==> src/rtl/endme_multicycle_core.sv <==
// Multi-cycle EnDMe accumulator core: 9-bit ISA, req/ack instruction and data
// memory ports, carry/zero flags, HALT state and a saturating retire counter.
module endme_multicycle_core #(
   parameter int DATA_W = 8,
   parameter int PC_W   = 16,
   parameter int RET_W  = 16
) (
   input  logic              CLK,
   input  logic              RESET,
   output logic              imem_req,
   output logic [PC_W-1:0]   imem_addr,
   input  logic              imem_ack,
   input  logic [8:0]        imem_rdata,
   output logic              dmem_req,
   output logic              dmem_we,
   output logic [DATA_W-1:0] dmem_addr,
   output logic [DATA_W-1:0] dmem_wdata,
   input  logic              dmem_ack,
   input  logic [DATA_W-1:0] dmem_rdata,
   output logic              halted,
   output logic [DATA_W-1:0] acc_out,
   output logic [1:0]        flags_out,
   output logic [RET_W-1:0]  retired
);

   // state  | meaning
   // IDLE   | out of reset, one cycle before the first fetch
   // FETCH  | imem_req high, waiting for imem_ack
   // EXEC   | decode and execute IR (single cycle)
   // MEM    | dmem_req high for LD/ST, waiting for dmem_ack
   // HALT   | stopped, only reset leaves
   localparam logic [2:0] S_IDLE  = 3'd0;
   localparam logic [2:0] S_FETCH = 3'd1;
   localparam logic [2:0] S_EXEC  = 3'd2;
   localparam logic [2:0] S_MEM   = 3'd3;
   localparam logic [2:0] S_HALT  = 3'd4;

   localparam logic [3:0] OP_MOVR = 4'h0;
   localparam logic [3:0] OP_MOVA = 4'h1;
   localparam logic [3:0] OP_ADD  = 4'h2;
   localparam logic [3:0] OP_SUB  = 4'h3;
   localparam logic [3:0] OP_AND  = 4'h4;
   localparam logic [3:0] OP_OR   = 4'h5;
   localparam logic [3:0] OP_XOR  = 4'h6;
   localparam logic [3:0] OP_SHL  = 4'h7;
   localparam logic [3:0] OP_SHR  = 4'h8;
   localparam logic [3:0] OP_LD   = 4'h9;
   localparam logic [3:0] OP_ST   = 4'hA;
   localparam logic [3:0] OP_BZ   = 4'hB;
   localparam logic [3:0] OP_JMP  = 4'hC;
   localparam logic [3:0] OP_CMP  = 4'hD;
   localparam logic [3:0] OP_HALT = 4'hF;

   localparam logic [8:0] IR_NOP = 9'h0E0;

   logic [2:0]        state_q, state_d;
   logic [PC_W-1:0]   pc_q, pc_d;
   logic [DATA_W-1:0] acc_q, acc_d;
   logic [DATA_W-1:0] regs_q [16];
   logic [DATA_W-1:0] regs_d [16];
   logic              c_q, c_d, z_q, z_d;
   logic [8:0]        ir_q, ir_d;
   logic [RET_W-1:0]  ret_q, ret_d;
   logic              ret_inc;

   logic [3:0]        op;
   logic [DATA_W-1:0] rn;
   logic [DATA_W:0]   sum_w, diff_w, shl_w, shr_w;
   logic [DATA_W-1:0] alu_res;
   logic              alu_c;

   assign op = ir_q[7:4];
   assign rn = regs_q[ir_q[3:0]];

   // Shifts run one bit wider so the last bit shifted out lands in the spare bit.
   always_comb begin
      sum_w   = {1'b0, acc_q} + {1'b0, rn};
      diff_w  = {1'b0, acc_q} - {1'b0, rn};
      shl_w   = {1'b0, acc_q} << rn[2:0];
      shr_w   = {acc_q, 1'b0} >> rn[2:0];
      alu_res = acc_q;
      alu_c   = c_q;
      case (op)
         OP_ADD:         begin alu_res = sum_w[DATA_W-1:0];  alu_c = sum_w[DATA_W];  end
         OP_SUB, OP_CMP: begin alu_res = diff_w[DATA_W-1:0]; alu_c = diff_w[DATA_W]; end
         OP_AND:         alu_res = acc_q & rn;
         OP_OR:          alu_res = acc_q | rn;
         OP_XOR:         alu_res = acc_q ^ rn;
         OP_SHL:         begin alu_res = shl_w[DATA_W-1:0];  alu_c = shl_w[DATA_W];  end
         OP_SHR:         begin alu_res = shr_w[DATA_W:1];    alu_c = shr_w[0];       end
         default:        ;
      endcase
   end

   always_comb begin
      state_d = state_q;
      pc_d    = pc_q;
      acc_d   = acc_q;
      regs_d  = regs_q;
      c_d     = c_q;
      z_d     = z_q;
      ir_d    = ir_q;
      ret_inc = 1'b0;
      case (state_q)
         S_IDLE:  state_d = S_FETCH;
         S_FETCH: if (imem_ack) begin
            ir_d    = imem_rdata;
            pc_d    = pc_q + PC_W'(1);
            state_d = S_EXEC;
         end
         S_EXEC: begin
            state_d = S_FETCH;
            ret_inc = 1'b1;
            if (ir_q[8]) begin
               acc_d = DATA_W'(ir_q[7:0]);
            end else begin
               case (op)
                  OP_MOVR: acc_d = rn;
                  OP_MOVA: regs_d[ir_q[3:0]] = acc_q;
                  OP_ADD, OP_SUB, OP_AND, OP_OR, OP_XOR, OP_SHL, OP_SHR: begin
                     acc_d = alu_res;
                     z_d   = (alu_res == '0);
                     c_d   = alu_c;
                  end
                  OP_CMP: begin
                     z_d = (alu_res == '0);
                     c_d = alu_c;
                  end
                  OP_BZ:   if (z_q) pc_d = PC_W'(rn);
                  OP_JMP:  pc_d = PC_W'(rn);
                  OP_LD, OP_ST: begin
                     state_d = S_MEM;
                     ret_inc = 1'b0;
                  end
                  OP_HALT: state_d = S_HALT;
                  default: ;
               endcase
            end
         end
         S_MEM: if (dmem_ack) begin
            if (op == OP_LD) begin
               acc_d = dmem_rdata;
               z_d   = (dmem_rdata == '0);
            end
            ret_inc = 1'b1;
            state_d = S_FETCH;
         end
         S_HALT:  ;
         default: state_d = S_IDLE;
      endcase
      ret_d = (ret_inc && (ret_q != '1)) ? ret_q + RET_W'(1) : ret_q;
   end

   always_ff @(posedge CLK or negedge RESET) begin
      if (!RESET) begin
         state_q <= S_IDLE;
         pc_q    <= '0;
         acc_q   <= '0;
         c_q     <= 1'b0;
         z_q     <= 1'b0;
         ir_q    <= IR_NOP;
         ret_q   <= '0;
         for (int i = 0; i < 16; i++) regs_q[i] <= '0;
      end else begin
         state_q <= state_d;
         pc_q    <= pc_d;
         acc_q   <= acc_d;
         c_q     <= c_d;
         z_q     <= z_d;
         ir_q    <= ir_d;
         ret_q   <= ret_d;
         regs_q  <= regs_d;
      end
   end

   // Request strobes decode straight from state so async reset drops them at once.
   assign imem_req   = (state_q == S_FETCH);
   assign imem_addr  = pc_q;
   assign dmem_req   = (state_q == S_MEM);
   assign dmem_we    = (state_q == S_MEM) && (op == OP_ST);
   assign dmem_addr  = rn;
   assign dmem_wdata = acc_q;
   assign halted     = (state_q == S_HALT);
   assign acc_out    = acc_q;
   assign flags_out  = {c_q, z_q};
   assign retired    = ret_q;

endmodule

==> config.mk <==
export PLATFORM = sky130hd
export DESIGN_NAME = endme_multicycle_core
export DESIGN_NICKNAME = d
export VERILOG_FILES = /design/src/rtl/endme_multicycle_core.sv
export SDC_FILE = /design/constraint.sdc
export NUM_CORES = 1
export LEC_CHECK = 0
export CAP_MARGIN = 5
export CORE_MARGIN = 5
export CORE_UTILIZATION = 55
export DETAILED_ROUTE_END_ITERATION = 12
export PLACE_DENSITY = 0.81
export REMOVE_ABC_BUFFERS = 1
export SYNTH_ARGS = -nofsm -noshare
export SYNTH_HDL_FRONTEND = slang
export SYNTH_SLANG_ARGS = --single-unit
==> constraint.sdc <==
create_clock -name CLK -period 5.5 [get_ports CLK]
set_input_delay 1.375 -clock CLK [delete_from_list [all_inputs] [get_ports CLK]]
set_output_delay 1.375 -clock CLK [all_outputs]
set_load 0.03 [all_outputs]
==> results of run 1 <==
per-layer routing:
| layer | up-vias | GRT usage (%) |
|---|---|---|
| li1 | 3748 | - |
| met1 | 4223 | 36.2 |
| met2 | 374 | 44.2 |
| met3 | 93 | 6.79 |
| met4 | 0 | 13.7 |
| met5 | - | 0 |
cell families (layout without fill, tap and decap cells):
logic type                 after synthesis  count (layout)  share of synthesized area (%)
and+or+nand+nor                        309             309                           13.7
buffers and inverters                  107             167                           4.71
xor gates and xnor gates                23              23                           1.91
adders and majority gates               29              29                           3.57
AOI/OAI and AO/OA                      205             205                           12.4
muxes                                  156             156                           20.6
DFF                                    182             182                           43.1
layout make-up:
class	instances	area (um2)	area share, %
Clock buffer	18	439	3.64
Tap cell	260	325	2.70
Multi-Input combinational cell	722	5520	45.8
Clock inverter	13	110	0.914
Inverter	35	136	1.13
Timing Repair Buffer	101	965	8.01
Sequential cell	182	4560	37.8
flip-flops by register name (all words and copies together) (netlist names):
| register | flops |
|---|---|
| z_q | 1 |
| retired | 16 |
| regs_q | 128 |
| imem_addr | 16 |
| ir_q | 9 |
| acc_out | 8 |
| c_q | 1 |
| state_q | 3 |
worst max path at each step:
stage	cells past startpoint	slack [ns]	to	from
floorplan	13	0.83	acc_out[7]	ir_q[1]
global placement	12	0.68	acc_out[7]	ir_q[0]
detailed placement	14	0.54	acc_out[7]	ir_q[1]
CTS	4	0.48	dmem_addr[5]	ir_q[0]
global route	13	0.07	z_q	ir_q[0]
finish	13	0.35	acc_out[7]	ir_q[1]
critical path, stage by stage (launching register included):
cell and delay (ns):
dfrtp_1 0.78, mux4_1 0.68, mux2i_1 0.23, mux2_4 0.45, inv_6 0.13, ha_1 0.25, a211oi_1 0.30, o21ai_0 0.19
a2111oi_0 0.66, nor4_1 0.11, o31a_1 0.32, nor4b_1 0.57, a211o_1 0.21, a311oi_1 0.08
power by group:
group          total [uW]  switching [uW]  leakage [uW]  internal [uW]
clock                1160             562      0.000272            602
combinational        2780            1700       0.00263           1080
sequential           1950             407       0.00245           1550
per-stage QoR:
step,cell area (um2),instances
after floorplan,10200,939
after global placement,11500,1300
after detailed placement,11500,1300
after CTS,12100,1331
after global routing,12100,1331
final,12100,1331
layout by cell type (no fill, tap or decap), drive strengths merged, types with 8 or more instances in the layout:
| cell | instances |
|---|---|
| dfrtp | 179 |
| nand2 | 108 |
| mux2 | 93 |
| o21ai | 87 |
| nor2 | 85 |
| clkdlybuf4s50 | 81 |
| a21oi | 39 |
| inv | 39 |
| mux4 | 37 |
| nand3 | 27 |
| ha | 27 |
| mux2i | 26 |
| buf | 20 |
| nor3 | 19 |
| clkbuf | 18 |
| nand2b | 14 |
| xnor2 | 12 |
| xor2 | 11 |
| and3 | 10 |
| or3 | 9 |
| a31oi | 8 |
| clkinv | 8 |
==> impl_metrics.json, run 1 <==
{
  "reg2reg_from": "ir_q[1]",
  "yosysMostFrequentCell": "dfrtp_1",
  "die_area_um2": 22100,
  "gp_congestion": 0.964,
  "first_global_vias": 8416,
  "yosysSeqAreaShare_pct": 43.1,
  "finalSetupViolCount": 0,
  "r2r-end": "acc_out[7]",
  "syn2layout_area_growth_pct": 14.0,
  "synthCells": 1011,
  "cts_setup_buffers": 0,
  "drcViolationCount": 0,
  "drtIter0Drc": 815,
  "dr.pass1.iters": 10,
  "utilization_pct": 64.0,
  "r2r_slack_ns": 0.35,
  "synthesis.area_um2": 10600,
  "tightest_slew_ns": 1.22,
  "fp-row-count": 50,
  "crit_path_end_kind": "register",
  "synth_area_leaders": "dfrtp_1, mux2_2, mux4_2",
  "fp.dieH_um": 149,
  "synth_flop_cell": "dfrtp_1",
  "cts_tree": "yes",
  "power.density_nw_per_um2": 489,
  "start_kind": "register",
  "via_per_inst": 6.34,
  "routed_wirelength_um": 30100,
  "cp.arrival_ns": 5.43,
  "crit_fanout": 27,
  "crit_type": "reg -> reg",
  "antenna_cells": 0,
  "worst_r2r_path_depth": 13,
  "ys_warn_count": 0,
  "avgSynthCellArea_um2": 10.5,
  "hold_viol": 0,
  "cts.htree.levels": 4,
  "total_power_uw": 5890,
  "hp-class": "reg -> reg",
  "synthArstFlopShare_pct": 100,
  "synth_common_cells": "dfrtp_1, nand2_1, mux2_2, o21ai_0, nor2_1",
  "initial_utilization_pct": 56.1,
  "ys_ff_latch": 182,
  "cts_root_buf": "clkbuf_16",
  "post_drt_wl_per_cell_um": 22.6,
  "die_w_um": 149,
  "ios": 83,
  "setup_slack_ns": 0.351,
  "nNetsFinal": 1109,
  "cellLeakagePower_uw": 0.00535,
  "cts_buffers": 17,
  "min_from": "regs_q[112]",
  "finalCritPeriodShare_pct": 93.6,
  "maxCapViolCount": 0,
  "met2WireLength_um": 14300,
  "clk_path_buf_depth": 2,
  "irDropWorstVdd_uv": 312,
  "synth_edf_count": 0,
  "synth_top_area_cell": "dfrtp_1",
  "worstHoldPathCells": 2,
  "insertion_delay_ns": 0.44,
  "fin_crit_ns": 5.15,
  "fin_setup_tns_ns": 0,
  "antenna_found_initial": 0,
  "yosysTopAreaCellShare_pct": 42.4,
  "maxSlewViolCount": 0,
  "n_fill_cell": 1491,
  "m1WireLength_um": 12100,
  "grt_first_pass_wirelength_um": 47700,
  "max_freq_mhz": 194,
  "track_usage_pct": 27.9,
  "ant_nets": 0,
  "min_to": "regs_q[112]",
  "wl_met3_um": 2270,
  "grt_max_degree": 93,
  "postCtsHoldBufs": 0,
  "cts.sinks": 182,
  "drive_gt1_share_pct": 18.4,
  "required_ns": 5.78,
  "synth_cell_types": 77,
  "relSlewSlack_pct": 18.1,
  "fin_skew_ns": 0.0115,
  "grt_overflow": 0,
  "io_buffers": 82,
  "dr.max_layer_used": "met4",
  "postCtsResizedCells": 0,
  "pre_cts_slack_ns": 0.541,
  "hold_ws_ns": 0.480,
  "outcome": "finished, final reports clean",
  "rsz0062_at_grt": "no",
  "routed-via-count": 8438,
  "place_hpwl_um": 20700,
  "clk_pin_slew_ns": 0.07,
  "core-area_um2": 18800
}
(Power assumes the default switching activity.)
==> run 2, diff against run 1 <==
--- a/config.mk
+++ b/config.mk
@@ -11,6 +11,7 @@
 export DETAILED_ROUTE_END_ITERATION = 12
 export PLACE_DENSITY = 0.81
 export REMOVE_ABC_BUFFERS = 1
+export SKIP_LAST_GASP = 1
 export SYNTH_ARGS = -nofsm -noshare
 export SYNTH_HDL_FRONTEND = slang
 export SYNTH_SLANG_ARGS = --single-unit
==> results of run 2 <==
Final layout, timing and power as in run 1 (identical DEF).
==> run 3, diff against run 2 <==
--- a/config.mk
+++ b/config.mk
@@ -5,7 +5,6 @@
 export SDC_FILE = /design/constraint.sdc
 export NUM_CORES = 1
 export LEC_CHECK = 0
-export CAP_MARGIN = 5
 export CORE_MARGIN = 5
 export CORE_UTILIZATION = 55
 export DETAILED_ROUTE_END_ITERATION = 12
==> results of run 3 <==
Final layout, timing and power as in run 1 (identical DEF).
